### config.mk
export PLATFORM = sky130hd
export DESIGN_NAME = camera_capture
export DESIGN_NICKNAME = d
export VERILOG_FILES = /design/src/rtl/camera_capture.sv
export SDC_FILE = /design/constraint.sdc
export NUM_CORES = 1
export LEC_CHECK = 0
export BUFFER_PORTS_ARGS = -buffer_cell sky130_fd_sc_hd__buf_2
export CORE_MARGIN = 5
export CORE_UTILIZATION = 60
export DETAILED_ROUTE_END_ITERATION = 12
export GPL_ROUTABILITY_DRIVEN = 0
export PLACE_DENSITY = 0.82
export SKIP_CTS_REPAIR_TIMING = 1
export SLEW_MARGIN = 20
export SYNTH_ARGS = -nofsm -noshare
export SYNTH_HDL_FRONTEND = slang
export SYNTH_SLANG_ARGS = --single-unit
### constraint.sdc
create_clock -name CLK -period 7.55 [get_ports CLK]
set_clock_uncertainty 0.15 [all_clocks]
set_input_delay 0 -clock CLK [delete_from_list [all_inputs] [get_ports CLK]]
set_output_delay 0 -clock CLK [all_outputs]
set_load 0.02 [all_outputs]
### src/rtl/camera_capture.sv
`default_nettype none
// ============================================================================
// Module  : camera_capture
// Brief   : Captures RGB565 camera bytes into an RGB332 frame buffer write port.
// Revision: 1.0
// ============================================================================
module camera_capture #(
    parameter int SCREEN_WIDTH  = 176,
    parameter int SCREEN_HEIGHT = 144,
    parameter int ADDR_W        = 15
) (
    input  logic              CLK,
    input  logic              RESET,
    input  logic              VSYNC,
    input  logic              HREF,
    input  logic [7:0]        DATA,
    output logic [7:0]        PIXEL_DATA,
    output logic [ADDR_W-1:0] W_ADDR,
    output logic              W_EN,
    output logic              FRAME_DONE,
    output logic              DROP
);

    // Counters reach exactly the window size and stick there, so an
    // out-of-window position can never alias onto a valid address.
    localparam int X_W = $clog2(SCREEN_WIDTH + 1);
    localparam int Y_W = $clog2(SCREEN_HEIGHT + 1);
    localparam logic [X_W-1:0]    X_LIMIT     = X_W'(SCREEN_WIDTH);
    localparam logic [Y_W-1:0]    Y_LIMIT     = Y_W'(SCREEN_HEIGHT);
    localparam logic [ADDR_W-1:0] LINE_STRIDE = ADDR_W'(SCREEN_WIDTH);

    typedef enum logic [2:0] {
        SYNC   = 3'd0,
        VBLANK = 3'd1,
        HBLANK = 3'd2,
        PIX_HI = 3'd3,
        PIX_LO = 3'd4
    } state_t;

    state_t            state_q, state_d;
    logic [X_W-1:0]    x_q, x_d;
    logic [Y_W-1:0]    y_q, y_d;
    logic [5:0]        hi_q, hi_d;
    logic [7:0]        pixel_q, pixel_d;
    logic [ADDR_W-1:0] addr_q, addr_d;
    logic              wen_q, wen_d;
    logic              done_q, done_d;
    logic              drop_q, drop_d;

    logic              in_window;
    logic [ADDR_W-1:0] pix_addr;
    logic [X_W-1:0]    x_inc;
    logic [Y_W-1:0]    y_inc;

    assign in_window = (x_q < X_LIMIT) && (y_q < Y_LIMIT);
    assign pix_addr  = ADDR_W'(x_q) + (ADDR_W'(y_q) * LINE_STRIDE);
    assign x_inc     = (x_q == X_LIMIT) ? x_q : x_q + 1'b1;
    assign y_inc     = (y_q == Y_LIMIT) ? y_q : y_q + 1'b1;

    always_comb begin
        state_d = state_q;
        x_d     = x_q;
        y_d     = y_q;
        hi_d    = hi_q;
        pixel_d = pixel_q;
        addr_d  = addr_q;
        wen_d   = 1'b0;
        done_d  = 1'b0;
        drop_d  = drop_q;

        case (state_q)
            SYNC: begin
                if (VSYNC) begin
                    state_d = VBLANK;
                end
            end
            VBLANK: begin
                if (!VSYNC) begin
                    state_d = HBLANK;
                    x_d     = '0;
                    y_d     = '0;
                    drop_d  = 1'b0;
                end
            end
            HBLANK, PIX_HI: begin
                if (VSYNC) begin
                    state_d = VBLANK;
                    done_d  = 1'b1;
                end else if (HREF) begin
                    // Only R[4:2] and G[5:3] of the high byte survive conversion.
                    hi_d    = {DATA[7:5], DATA[2:0]};
                    state_d = PIX_LO;
                end else if (state_q == PIX_HI) begin
                    state_d = HBLANK;
                    x_d     = '0;
                    y_d     = y_inc;
                end
            end
            PIX_LO: begin
                if (VSYNC) begin
                    state_d = VBLANK;
                    done_d  = 1'b1;
                end else if (HREF) begin
                    state_d = PIX_HI;
                    x_d     = x_inc;
                    if (in_window) begin
                        pixel_d = {hi_q, DATA[4:3]};
                        addr_d  = pix_addr;
                        wen_d   = 1'b1;
                    end else begin
                        drop_d  = 1'b1;
                    end
                end else begin
                    // Line ended mid-pixel: the stored high byte is discarded.
                    state_d = HBLANK;
                    x_d     = '0;
                    y_d     = y_inc;
                end
            end
            default: begin
                state_d = SYNC;
            end
        endcase
    end

    always_ff @(posedge CLK or negedge RESET) begin
        if (!RESET) begin
            state_q <= SYNC;
            x_q     <= '0;
            y_q     <= '0;
            hi_q    <= '0;
            pixel_q <= '0;
            addr_q  <= '0;
            wen_q   <= 1'b0;
            done_q  <= 1'b0;
            drop_q  <= 1'b0;
        end else begin
            state_q <= state_d;
            x_q     <= x_d;
            y_q     <= y_d;
            hi_q    <= hi_d;
            pixel_q <= pixel_d;
            addr_q  <= addr_d;
            wen_q   <= wen_d;
            done_q  <= done_d;
            drop_q  <= drop_d;
        end
    end

    assign PIXEL_DATA = pixel_q;
    assign W_ADDR     = addr_q;
    assign W_EN       = wen_q;
    assign FRAME_DONE = done_q;
    assign DROP       = drop_q;

endmodule
`default_nettype wire

; Yosys cells after proc, flatten, opt, wreduce, memory -nomap -nowiden
; Cells that the tools add are included.
[word_totals]
ramBits = 0
mem_bits_ro = 0
regBits = 51
elab_cells = 79
memories = 0
latch_bits = 0
output_inout_bits = 26
input_bits = 12
[classes]
order_cmp = 2
n_div = 0
n_reduce_logical = 12
n_bitwise = 1
addsub = 3
mul = 1
shifts = 0
eq_ne = 17
muxes = 34
[ops]
columns = operator, n
row1 = 8-bit two-way mux, 13
row2 = 8-bit case mux with 3 select lines, 2
row3 = "2-bit != test, second input constant", 9
row4 = "8-bit by 1-bit adder with 8-bit output, second input constant", 2
row5 = "8-bit equality test, second input constant", 2
row6 = "8-bit less-than comparator, second input constant", 2
row7 = 8-bit by 15-bit adder with 15-bit output, 1
row8 = 3-bit two-way mux, 5
row9 = 7-bit AND reduction, 2
row10 = 3-bit case mux with 4 select lines, 1
row11 = "8-bit by 4-bit multiplier with 11-bit output, second input constant", 1
row12 = 1-bit two-way mux, 11
row13 = "3-bit by 2-bit equality test with 1-bit output, second input constant", 2
row14 = 3-bit AND reduction, 2
row15 = 5-bit AND reduction, 1
row16 = "4-bit != test, second input constant", 1
row17 = 4-bit AND reduction, 1
row18 = "3-bit by 1-bit equality test with 1-bit output, second input constant", 1
row19 = "3-bit equality test, second input constant", 1
row20 = 3-bit zero test, 1
row21 = "3-bit != test, second input constant", 1
row22 = 3-bit nonzero test, 1
row23 = 3-bit OR reduction, 1
row24 = 2-bit two-way mux, 1
row25 = 5 further kinds, 5

; Depth between registers and ports, before layout
[depth]
depth_word = 6
depth_mapped = 11
depth_no_buf = 11

; Worst setup path before layout
; Ideal clock, no wire load.
[synth_timing]
path_kind = reg-to-reg
startpoint = register y_q[0]
endpoint = register addr_q[14] (netlist: W_ADDR[14])
synth_period_minus_slack_ns = 3.283
n_path_buf = 0
required_time_ns = 7.275
arrival_ns = 3.008
slack_ns = 4.267
path_stages_with_launch = 11
setup_ns = 0.125
path_cell_list = dfrtp_1 > ha_1 > ha_1 > fa_1 > ha_1 > a21oi_1 > a21oi_1 > nor4b_1 > o2111ai_2 > xnor2_1 > mux2_4
[synth_via]
elab_chain_len = 3
word_cells_on_any_way = 5
cone_classes = 1 x add/sub / 1 x mul / 1 x order compare / 2 x reduce/logical
[synth_rtl]
columns = element, line_no
row1 = "start, declared", 42  ; logic [Y_W-1:0] y_q, y_d;
row2 = "start signal, assigned", 140  ; y_q <= y_d;
row3 = branches (longest 3 deep; another with 8-bit by 15-bit adder with 15-bit output), n/a
row4 = "end signal, assigned", 143  ; addr_q <= addr_d;
row5 = "end, declared", 45  ; logic [ADDR_W-1:0] addr_q, addr_d;
; Parallel ways; which one is timed is not known.
; A chain may end at the register's enable or synchronous reset.

; Worst setup path in the final report
; Same ends and word-level chain as after synthesis.

==> impl_metrics.tcl <==
set metrics [dict create \
    status "finished clean" \
    dr.pass1.iters 5 \
    setup_violations 0 \
    grt_use_met3 0.0605 \
    synth_top_family_by_area "compound AO/OA/AOI/OAI gates" \
    synth.top_cells.by_area "dfrtp_1, ha_1, mux2_2" \
    grtUsageMet2 0.322 \
    fin_hold_ws_ns 0.171 \
    ioPinCount 38 \
    cts.clk_slew.worst_paths_ns 0.10 \
    tns_ns 0 \
    io_buffer_count 37 \
    hold_viol_final 0 \
    critPathMaxFanout 8 \
    start_util 0.619 \
    fin_crit_ns 3.52 \
    synthMuxAreaShare 0.0858 \
    yosysUniqueCellTypes 53 \
    syn_avg_cell_area_sq_um 10.2 \
    grt_busiest_layer "met2" \
    cts_max_level 2 \
    vias_per_cell 5.84 \
    first_iter_violations 186 \
    clock-sinks 51 \
    ys_warn_count 0 \
    coreArea_sq_um 5140 \
    timing.final.crit_share 0.466 \
    synth_xor_area_frac 0.0303 \
    die_height_um 82.8 \
    synthAdderAreaFrac 0.140 \
    insertion_delay_ns 0.31 \
    hp-class "in -> async" \
    path_class "reg -> reg" \
    n_fill_cell 404 \
    fmax_mhz 284 \
    drcViolationCount 0 \
    globalRouteMet1Util 0.291 \
    syn_area_sq_um 3180 \
    tritoncts "yes" \
    regArea_sq_um 1280 \
    dp_hpwl_um 4560 \
    cts_made_buffers 5 \
    postLayoutCellArea_sq_um 3630 \
    synth_area_leader_cell "dfrtp_1" \
    maxCapViolCount 0 \
    timing.final.ws_setup_ns 4.03 \
    power.leakage_nw 1.79 \
    ys_seq_elements 51 \
    synth_edf_count 0 \
    drv_slew 0 \
    drive_gt1_frac 0.226 \
    ir_drop_mv 0.188 \
    yosysSeqAreaShare 0.401 \
    max_slew.worst_pin.slew_ns 0.695 \
    placed_area_sq_um 3430 \
    r2r_slack_ns 4.03 \
    post-place-ws_ns 4.05 \
    grt_pass1_vias 2354 \
    dieArea_sq_um 6860 \
    ant_nets 0 \
    cts-root-buf "clkbuf_8" \
    syn2layout_area_growth_pct 14.1 \
    cellPowerDensity_nw_per_um2 169 \
    synth-compound-area-share 0.168 \
    diodes 0 \
    max-slew-margin-rel 0.537 \
    gr-total-overflow 0 \
    die_width_um 82.8 \
    cts.path.max_buffers 2 \
    synth_fp_nets 357 \
    end_kind "flip-flop" \
    grt_max_degree 52 \
    grt_use_total 0.209 \
    cp.required_ns 7.61 \
    netlist_instances 313 \
    rsz0062_at_grt "no" \
    synthSimpleGateAreaFrac 0.140 \
    start_kind "flip-flop" \
    synth.top_cell.area_share 0.401 \
    row_count 26 \
    yosysMostFrequentCell "dfrtp_1" \
    grt_pass1_wl_um 11000 \
    arrival_ns 3.57 \
    multi_input_comb_area_sq_um 1800 \
    vias 2528 \
    wl_um 6660 \
    synthArstFlopShare 1.00 \
    antenna_found_initial 0 \
    finalNetCount 406 \
    ys.flop_type "dfrtp_1" \
    synth_common_cells "dfrtp_1, nor2_1, ha_1, mux2_2, o21ai_0" \
    wire_per_inst_um 15.4 \
]
-- cells by family after synthesis --
| group | count (synthesis) |
|---|---|
| and+or+nand+nor | 86 |
| AOI/OAI and AO/OA | 84 |
| DFF | 51 |
| adders and majority gates | 32 |
| buffers and inverters | 25 |
| muxes | 24 |
| xor gates and xnor gates | 11 |
-- state kept, by name, summed over array words and instances (netlist names) --
signal and count:
W_ADDR 15, PIXEL_DATA 8, x_q 8, y_q 8, hi_q 6, state_q 3, DROP 1, FRAME_DONE 1
W_EN 1
-- layout make-up --
| type | count | area share |
|---|---|---|
| Multi-Input combinational cell | 237 | 0.496 |
| Timing Repair Buffer | 50 | 0.0855 |
| Tap cell | 70 | 0.0241 |
| Clock inverter | 3 | 0.00655 |
| Inverter | 17 | 0.0176 |
| Sequential cell | 51 | 0.352 |
| Clock buffer | 5 | 0.0190 |
-- per-stage QoR --
stage / power [mW] / utilization / cells
final: 0.614 / 0.706 / 433
after global routing: 0.651 / 0.706 / 433
after CTS: 0.612 / 0.685 / 422
after floorplan: 0.405 / - / 313
after detailed placement: 0.449 / 0.667 / 414
after global placement: 0.443 / 0.667 / 414
-- cell usage in the layout (no fill, tap or decap), types with 4 or more instances in the layout --
cell type / instances
o21ai_1: 9
buf_2: 37
xor2_1: 5
xnor2_1: 6
inv_1: 16
nand2b_1: 7
mux2_2: 22
nand3_1: 7
a21oi_1: 20
and3_1: 4
dfrtp_1: 51
nand2_1: 15
o31ai_1: 7
nor3_1: 4
ha_1: 26
nor2_1: 28
o21ai_0: 21
dlygate4sd3_1: 11
clkbuf_8: 5
fa_1: 6
a211oi_1: 4
-- worst max-delay path, stage by stage, from the launching register on --
cell	delay [ns]
dfrtp_1	0.47
ha_1	0.33
ha_1	0.32
fa_1	0.50
ha_1	0.34
a21oi_1	0.09
a21oi_1	0.19
nor4b_1	0.42
o2111ai_2	0.19
xnor2_1	0.16
mux2_4	0.26
-- power by group --
part           switching, mW  internal [mW]  leakage [nW]
clock                 0.0978         0.0671        0.0461
sequential            0.0200          0.303         0.680
combinational         0.0735         0.0534          1.07
total                  0.191          0.423          1.79
-- final timing paths --
kind                           start            end  cells past startpoint
max                           y_q[0]     W_ADDR[14]                     10
min                            RESET         y_q[6]                      3
max reg2reg                   y_q[0]     W_ADDR[14]                     10
min reg2reg                W_ADDR[0]      W_ADDR[0]                      1
max in group asynchronous      RESET     W_ADDR[13]                      3
min in group CLK             DATA[4]  PIXEL_DATA[1]                      3
-- routing by layer --
layer	vias up	share of wire
met2	98	0.46
met3	8	0.076
met5	-	0
li1	1222	-
met1	1200	0.45
met4	0	0.014
Note: power is estimated with default switching activity, not from simulation.
